$ cat config.mk
export PLATFORM = sky130hd
export DESIGN_NAME = cosim_commit_arbiter
export DESIGN_NICKNAME = d
export VERILOG_FILES = /design/src/rtl/cosim_pkg.sv /design/src/rtl/cosim_commit_fifo.sv /design/src/rtl/cosim_commit_arbiter.sv
export SDC_FILE = /design/constraint.sdc
export NUM_CORES = 2
export LEC_CHECK = 0
export CAP_MARGIN = 20
export CORE_ASPECT_RATIO = 0.75
export CORE_MARGIN = 1
export CORE_UTILIZATION = 30
export CTS_CLUSTER_DIAMETER = 200
export DETAILED_ROUTE_END_ITERATION = 16
export GPL_ROUTABILITY_DRIVEN = 0
export GPL_TIMING_DRIVEN = 0
export RECOVER_POWER = 50
export SYNTH_ARGS = -nofsm -noshare
export SYNTH_HDL_FRONTEND = slang
export SYNTH_MEMORY_MAX_BITS = 65536
export SYNTH_SLANG_ARGS = --single-unit
export TNS_END_PERCENT = 1
$ cat constraint.sdc
create_clock -name clk -period 30.6 [get_ports clk]
set_input_delay 4.59 -clock clk [delete_from_list [all_inputs] [get_ports clk]]
set_output_delay 4.59 -clock clk [all_outputs]
set_load 0.02 [all_outputs]
$ cat src/rtl/cosim_pkg.sv
// Shared types for per-hart commit capture in Spike lock-step cosimulation.
// Field meanings match the DPI commit-info record so the checker can copy
// each field one-to-one.
package cosim_pkg;

   localparam int COSIM_XLEN  = 64;
   localparam int COSIM_SEQ_W = 32;

   typedef struct packed {
      logic [COSIM_XLEN-1:0] pc;
      logic [31:0]           ins;
      logic [4:0]            dst;
      logic                  wr_valid;
      logic [COSIM_XLEN-1:0] data;
      logic                  xcpt;
      logic [COSIM_XLEN-1:0] cause;
   } commit_in_t;

   typedef struct packed {
      commit_in_t             rec;
      logic [COSIM_SEQ_W-1:0] seq;
   } commit_entry_t;

   // Hart-id width; a single hart still gets a 1-bit id field.
   function automatic int hart_w(input int n);
      return (n > 1) ? $clog2(n) : 1;
   endfunction

endpackage

$ cat src/rtl/cosim_commit_fifo.sv
// Per-hart commit FIFO. Pointers carry an extra wrap bit so full and empty
// are distinguished without a separate counter. The owner only pushes when
// the FIFO is not full or is being popped in the same cycle, and only pops
// when it is non-empty.
module cosim_commit_fifo
   import cosim_pkg::*;
#(
   parameter  int DEPTH = 8,
   localparam int AW    = $clog2(DEPTH),
   localparam int PW    = AW + 1
) (
   input  logic          clk,
   input  logic          rst,
   input  logic          push_i,
   input  logic          pop_i,
   input  commit_entry_t entry_i,
   output logic          full_o,
   output logic          empty_o,
   output logic [PW-1:0] count_o,
   output commit_entry_t head_o
);

   logic [PW-1:0] r_wr_ptr;
   logic [PW-1:0] r_rd_ptr;
   commit_entry_t r_mem [DEPTH];

   // Pointer advance; reset empties the FIFO.
   always_ff @(posedge clk or posedge rst) begin
      if (rst) begin
         r_wr_ptr <= '0;
         r_rd_ptr <= '0;
      end else begin
         if (push_i) r_wr_ptr <= r_wr_ptr + PW'(1);
         if (pop_i)  r_rd_ptr <= r_rd_ptr + PW'(1);
      end
   end

   // Storage; contents are don't-care while the pointers say empty.
   always_ff @(posedge clk) begin
      if (push_i) r_mem[r_wr_ptr[AW-1:0]] <= entry_i;
   end

   assign empty_o = (r_wr_ptr == r_rd_ptr);
   assign full_o  = (r_wr_ptr[AW] != r_rd_ptr[AW]) &&
                    (r_wr_ptr[AW-1:0] == r_rd_ptr[AW-1:0]);
   assign count_o = r_wr_ptr - r_rd_ptr;
   assign head_o  = r_mem[r_rd_ptr[AW-1:0]];

endmodule

$ cat src/rtl/cosim_commit_arbiter.sv
// Collects per-hart commit records, buffers them per hart and round-robins
// them onto one registered checker port. Each record carries a per-hart
// sequence number that advances on every commit strobe, so a dropped record
// appears at the checker as a sequence gap.
module cosim_commit_arbiter
   import cosim_pkg::*;
#(
   parameter  int NUM_HARTS = 2,
   parameter  int DEPTH     = 8,
   parameter  int XLEN      = COSIM_XLEN,
   parameter  int SEQ_W     = COSIM_SEQ_W,
   parameter  int DROP_W    = 16,
   localparam int HART_W    = hart_w(NUM_HARTS),
   localparam int CNT_W     = $clog2(DEPTH) + 1
) (
   input  logic                                clk,
   input  logic                                rst,
   input  logic [NUM_HARTS-1:0]                commit_valid_i,
   input  commit_in_t [NUM_HARTS-1:0]          commit_i,
   output logic                                chk_valid_o,
   input  logic                                chk_ready_i,
   output logic [HART_W-1:0]                   chk_hart_o,
   output commit_entry_t                       chk_rec_o,
   input  logic                                ovf_clr_i,
   output logic [NUM_HARTS-1:0]                overflow_o,
   output logic [NUM_HARTS-1:0][DROP_W-1:0]    drop_cnt_o,
   output logic [NUM_HARTS-1:0][CNT_W-1:0]     occupancy_o
);

   // Record layout is fixed by the package; reject mismatched overrides.
   if (XLEN != COSIM_XLEN || SEQ_W != COSIM_SEQ_W) begin : g_bad_width
      $error("XLEN/SEQ_W must match cosim_pkg record layout");
   end
   if (NUM_HARTS < 1 || NUM_HARTS > 16) begin : g_bad_harts
      $error("NUM_HARTS must be 1..16");
   end
   if (DEPTH < 2 || (DEPTH & (DEPTH - 1)) != 0) begin : g_bad_depth
      $error("DEPTH must be a power of two >= 2");
   end

   logic [NUM_HARTS-1:0]  w_full;
   logic [NUM_HARTS-1:0]  w_empty;
   logic [NUM_HARTS-1:0]  w_push;
   logic [NUM_HARTS-1:0]  w_pop;
   logic [NUM_HARTS-1:0]  w_drop;
   commit_entry_t         w_entry [NUM_HARTS];
   commit_entry_t         w_head  [NUM_HARTS];
   logic                  w_any;
   logic                  w_load;
   logic [HART_W-1:0]     w_grant;

   logic [SEQ_W-1:0]      r_seq_cnt [NUM_HARTS];
   logic [HART_W-1:0]     r_rr_ptr;
   logic                  r_chk_valid;
   logic [HART_W-1:0]     r_chk_hart;
   commit_entry_t         r_chk_rec;
   logic [NUM_HARTS-1:0]  r_overflow;
   logic [NUM_HARTS-1:0][DROP_W-1:0] r_drop_cnt;

   // One FIFO per hart.
   for (genvar g = 0; g < NUM_HARTS; g++) begin : g_hart
      cosim_commit_fifo #(
         .DEPTH (DEPTH)
      ) u_fifo (
         .clk     (clk),
         .rst     (rst),
         .push_i  (w_push[g]),
         .pop_i   (w_pop[g]),
         .entry_i (w_entry[g]),
         .full_o  (w_full[g]),
         .empty_o (w_empty[g]),
         .count_o (occupancy_o[g]),
         .head_o  (w_head[g])
      );
   end

   // Round-robin search from the pointer: first non-empty hart wins.
   always_comb begin
      int idx;
      w_any   = 1'b0;
      w_grant = '0;
      idx     = 0;
      for (int i = 0; i < NUM_HARTS; i++) begin
         idx = int'(r_rr_ptr) + i;
         if (idx >= NUM_HARTS) idx = idx - NUM_HARTS;
         if (!w_any && !w_empty[idx]) begin
            w_any   = 1'b1;
            w_grant = HART_W'(idx);
         end
      end
      w_load = (!r_chk_valid || chk_ready_i) && w_any;
   end

   // Per-hart push/pop/drop decisions; a full FIFO still accepts a push
   // when it is popped in the same cycle.
   always_comb begin
      for (int h = 0; h < NUM_HARTS; h++) begin
         w_entry[h].rec = commit_i[h];
         w_entry[h].seq = r_seq_cnt[h];
         w_pop[h]  = w_load && (w_grant == HART_W'(h));
         w_push[h] = commit_valid_i[h] && (!w_full[h] || w_pop[h]);
         w_drop[h] = commit_valid_i[h] && w_full[h] && !w_pop[h];
      end
   end

   // Sequence numbering and overflow accounting; a drop beats a clear.
   always_ff @(posedge clk or posedge rst) begin
      if (rst) begin
         for (int h = 0; h < NUM_HARTS; h++) r_seq_cnt[h] <= '0;
         r_overflow <= '0;
         r_drop_cnt <= '0;
      end else begin
         for (int h = 0; h < NUM_HARTS; h++) begin
            if (commit_valid_i[h]) r_seq_cnt[h] <= r_seq_cnt[h] + SEQ_W'(1);
            if (w_drop[h]) begin
               r_overflow[h] <= 1'b1;
               if (ovf_clr_i)
                  r_drop_cnt[h] <= DROP_W'(1);
               else if (r_drop_cnt[h] != '1)
                  r_drop_cnt[h] <= r_drop_cnt[h] + DROP_W'(1);
            end else if (ovf_clr_i) begin
               r_overflow[h] <= 1'b0;
               r_drop_cnt[h] <= '0;
            end
         end
      end
   end

   // Checker output register and round-robin pointer.
   always_ff @(posedge clk or posedge rst) begin
      if (rst) begin
         r_chk_valid <= 1'b0;
         r_chk_hart  <= '0;
         r_chk_rec   <= '0;
         r_rr_ptr    <= '0;
      end else if (w_load) begin
         r_chk_valid <= 1'b1;
         r_chk_hart  <= w_grant;
         r_chk_rec   <= w_head[w_grant];
         if (w_grant == HART_W'(NUM_HARTS - 1))
            r_rr_ptr <= '0;
         else
            r_rr_ptr <= w_grant + HART_W'(1);
      end else if (chk_ready_i) begin
         r_chk_valid <= 1'b0;
      end
   end

   assign chk_valid_o = r_chk_valid;
   assign chk_hart_o  = r_chk_hart;
   assign chk_rec_o   = r_chk_rec;
   assign overflow_o  = r_overflow;
   assign drop_cnt_o  = r_drop_cnt;

endmodule

==> impl_metrics.py <==
metrics = {
    "clocking": {
        "cts_root_buf": "clkbuf_16",
        "cts_setup_buffers": 0,
        "post_cts_resize_count": 0,
        "cts.clk_slew.worst_paths_ns": 0.06,
        "inserted_clock_buffers": 436,
        "cts_tree": "yes",
        "holdBufCountCts": 0,
        "clock_path_buffers": 4,
        "cts-htree-levels": 5,
        "clk-insertion-delay-late_ns": 1.04,
        "clock_sink_count": 4588,
    },
    "detailed_routing": {
        "antenna_violating_nets_post_route": 0,
        "detail_route.first_pass.iterations": 5,
        "route.detailed.drc": 0,
        "vias": 87600,
        "drt_first_iter_violations": 9477,
        "routed_wl_mm": 518,
        "vias_per_cell": 4.98,
        "routed_wire_length_per_instance_um": 29.5,
    },
    "power_and_ir_drop": {
        "powerDensity_nw_per_um2": 96.7,
        "power.share.combinational_pct": 32.5,
        "p_seq_share_pct": 40.7,
        "vdd_drop_max_mv": 0.0640,
        "power.clock.fraction_pct": 26.9,
        "cellLeakagePower_uw": 0.0690,
        "switching_share_pct": 32.1,
        "switchingPower_uw": 6610,
        "internal-power_uw": 14000,
    },
    "finish": {
        "flow.area_growth_from_synthesis_pct": 23.0,
        "num-fill-cells": 51400,
        "layout_commonest_cell": "edfxtp_1",
        "finalCoreUtilization_pct": 37.0,
        "footprint_of_the_multi_input_gates_um2": 35500,
        "final_nets": 9930,
        "layout-drive-gt1-share_pct": 28.6,
        "area.sequential_um2": 136000,
        "post-route-cell-area_um2": 213000,
        "mostFrequentLayoutCells": "edfxtp_1 (4208), mux4_2 (1052), dlygate4sd3_1 (465), clkbuf_16 (439), dfrtp_1 (380)",
    },
    "sta": {
        "timing.setup.tns_ns": 0,
        "timing.max_slew.rel_slack_pct": -323,
        "finalMaxSlewViolations": 319,
        "rsz0062_at_grt": "false",
        "report.final.hold_viol_count": 0,
        "setup-violations-final": 0,
        "post-route-min-period_ns": 16.22,
        "worst_margin_pin_slew_ns": 6.34,
        "max_freq_ghz": 0.0617,
        "timing.final.ws_setup_ns": 14.38,
        "timing.final.crit_share_pct": 53.0,
        "skew_ns": 0.0963,
    },
    "synth": {
        "synth_warnings": 0,
        "yosys_register_bits": 4588,
        "share_of_synthesized_flip_flops_with_an_asynchronous_set_or_reset_pct": 8.28,
        "syn-instance-count": 7545,
        "post_synth_instance_area_um2": 173000,
        "avg_inst_size_synth_um2": 22.9,
        "synthFlopType": "edfxtp_1",
        "register_area_share_after_synthesis_pct": 78.5,
        "number_of_enable_flip_flop_cells_after_synthesis": 4208,
        "synth_nets": 8029,
        "synth_cell_type_count": 51,
    },
    "status": {
        "result_of_the_run": "finished, violations left",
        "violations": "max-capacitance violations, max-slew violations",
    },
    "worst_setup_path": {
        "critical-path-top-cell-by-count": "clkbuf_1",
        "r2r_slack_ns": 22.68,
        "timing.critical_path.required_ns": 30.38,
        "critPathMaxStageDelay_ns": 4.47,
        "regToRegEndpoint": "g_hart[0].u_fifo.r_mem[3][149]$_DFFE_PP_",
        "worst-setup-path-type": "input pin to asynchronous set/reset pin",
        "cp_max_fo": 88,
        "start_kind": "input pin",
        "cells_along_the_critical_path": "dlygate4sd3_1 > clkinvlp_2 > clkbuf_1 > clkbuf_1",
        "crit_path_top_delay_cell": "clkbuf_1",
        "worst_r2r_startpoint": "g_hart[1].u_fifo.r_rd_ptr[1]$_DFFE_PP0P_",
        "timing.critical_path.max_delay_family": "buffers and inverters",
        "timing.reg2reg.worst_path_depth": 27,
        "cp.depth": 4,
        "worst_setup_path_end_kind": "asynchronous set/reset pin",
        "timing.critical_path.arrival_ns": 15.99,
        "timing.critical_path.buf_inv": 4,
    },
    "floorplanning": {
        "row_count": 241,
        "ioPinCount": 775,
        "dieArea_um2": 580000,
        "fp.dieH_um": 660,
        "core_area_um2": 574000,
        "floorplan.die.width_um": 879,
        "initial_utilization_pct": 30.1,
    },
    "placed_design": {
        "place_ws_ns": 20.53,
        "port-buffer-count": 773,
        "detailed_place_hpwl_mm": 379,
        "place_area_um2": 198000,
    },
    "flow_run": {
        "maxCapViolCount": 6,
    },
    "global_route": {
        "grt_overflow": 0,
        "first_global_vias": 88800,
        "wire_length_of_the_first_global_routing_pass_mm": 709,
        "grt.total_usage_pct": 17.3,
        "antenna_violations_before_repair": 289,
        "grt_max_degree": 89,
    },
    "hold_path": {
        "sink_of_the_worst_hold_path": "overflow_o[0]$_DFFE_PP0P_",
        "worstHoldStart": "overflow_o[0]$_DFFE_PP0P_",
        "worstHoldPathType": "register to register",
        "min_path_cells": 1,
    },
}
## sequential cells by signal, indices dropped and copies added (netlist names)
signal                  count
g_hart.u_fifo.r_mem      4208
chk_rec_o                 263
r_seq_cnt                  64
drop_cnt_o                 32
g_hart.u_fifo.r_rd_ptr      8
g_hart.u_fifo.r_wr_ptr      8
overflow_o                  2
chk_hart_o                  1
chk_valid_o                 1
r_rr_ptr                    1
## power groups by stage
stage	logic (uW)	registers, uW	clock network, uW
after floorplan	3520	9170	0
after global placement	6300	10000	0
after detailed placement	6830	8490	0
after CTS	6850	8370	5630
after global routing	7070	8430	5850
final	6680	8360	5530
## how the worst max path moves through the flow
| stage | start | to |
|---|---|---|
| after CTS | g_hart[1].u_fifo.r_rd_ptr[1]$_DFFE_PP0P_ | occupancy_o[7] |
| after global placement | chk_ready_i | g_hart[0].u_fifo.r_mem[4][150]$_DFFE_PP_ |
| after global routing | rst | chk_rec_o[221]$_DFFE_PP0P_ |
| after floorplan | chk_ready_i | g_hart[0].u_fifo.r_mem[1][0]$_DFFE_PP_ |
| final | rst | chk_rec_o[221]$_DFFE_PP0P_ |
| after detailed placement | chk_ready_i | g_hart[0].u_fifo.r_mem[3][149]$_DFFE_PP_ |
## cells in the mapped netlist, types with 3 or more instances
library cell / instances / area (um2)
clkbuf_1: 214 / 803
nor4_1: 16 / 100
and2_1: 6 / 37.5
buf_2: 110 / 551
or4_1: 14 / 105
mux2i_1: 266 / 2660
nand2_1: 61 / 229
a211oi_1: 3 / 22.5
nand4_1: 24 / 150
mux2_2: 264 / 2970
or3_1: 7 / 43.8
and4_1: 10 / 87.6
o31ai_1: 14 / 105
buf_1: 74 / 278
dfrtp_1: 380 / 9510
xnor2_1: 64 / 561
nand2b_1: 3 / 18.8
and3_1: 16 / 100
mux2_1: 5 / 56.3
nor2_1: 33 / 124
a22oi_1: 262 / 1970
nand3_1: 40 / 200
xor2_1: 22 / 193
mux4_2: 1052 / 23700
nor3_1: 15 / 75.1
ha_1: 14 / 175
inv_1: 25 / 93.8
nor2b_1: 5 / 31.3
a21oi_1: 23 / 115
a21o_1: 3 / 22.5
edfxtp_1: 4208 / 126000
o21ai_1: 267 / 1340
## area by class of cell
class	instances	area share [%]
Inverter	25	0.0447
Sequential cell	4588	63.9
Buffer	400	0.789
Multi-Input combinational cell	2532	16.7
Tap cell	7654	4.50
Clock inverter	240	1.25
Clock buffer	585	5.69
Timing Repair Buffer	1463	7.08
Antenna cell	94	0.111
## kinds of logic (layout without fill, tap and decap cells)
kind of cell / Yosys count / after routing / share of synthesized area (%)
other: 0 / 94 / 0
adder cells (fa/ha/maj): 16 / 16 / 0.124
buffers and inverters: 425 / 2713 / 1.01
multiplexers: 1587 / 1587 / 17.0
AO/OA/AOI/OAI: 586 / 586 / 2.13
XOR/XNOR: 86 / 86 / 0.435
flip-flops: 4588 / 4588 / 78.5
AND/OR/NAND/NOR: 257 / 257 / 0.785
## worst register-to-register path, delay by kind of cell (launching register included)
kind / cells / cell delay (ns)
buffers and inverters: 21 / 5.43
DFF: 1 / 0.42
AOI/OAI and AO/OA: 1 / 0.14
adders and majority gates: 1 / 0.33
and+or+nand+nor: 4 / 1.34
## routing by layer
| layer | part of all wire [%] | global-route usage [%] | vias up |
|---|---|---|---|
| met1 | 38 | 21.7 | 46600 |
| met2 | 50 | 29.5 | 3900 |
| met5 | 0.14 | 0 | - |
| met3 | 7.6 | 3.57 | 1046 |
| met4 | 4.3 | 6.54 | 114 |
| li1 | - | - | 35900 |
## per-stage QoR
step	power (uW)	instances	hold WS [ns]
floorplan	12700	7545	0.498
global placement	16300	16000	0.475
detailed placement	15300	16700	0.479
CTS	20800	17500	0.495
global route	21400	17500	0.516
finish	20600	17600	0.492
Note: power is estimated with default switching activity, not from simulation.
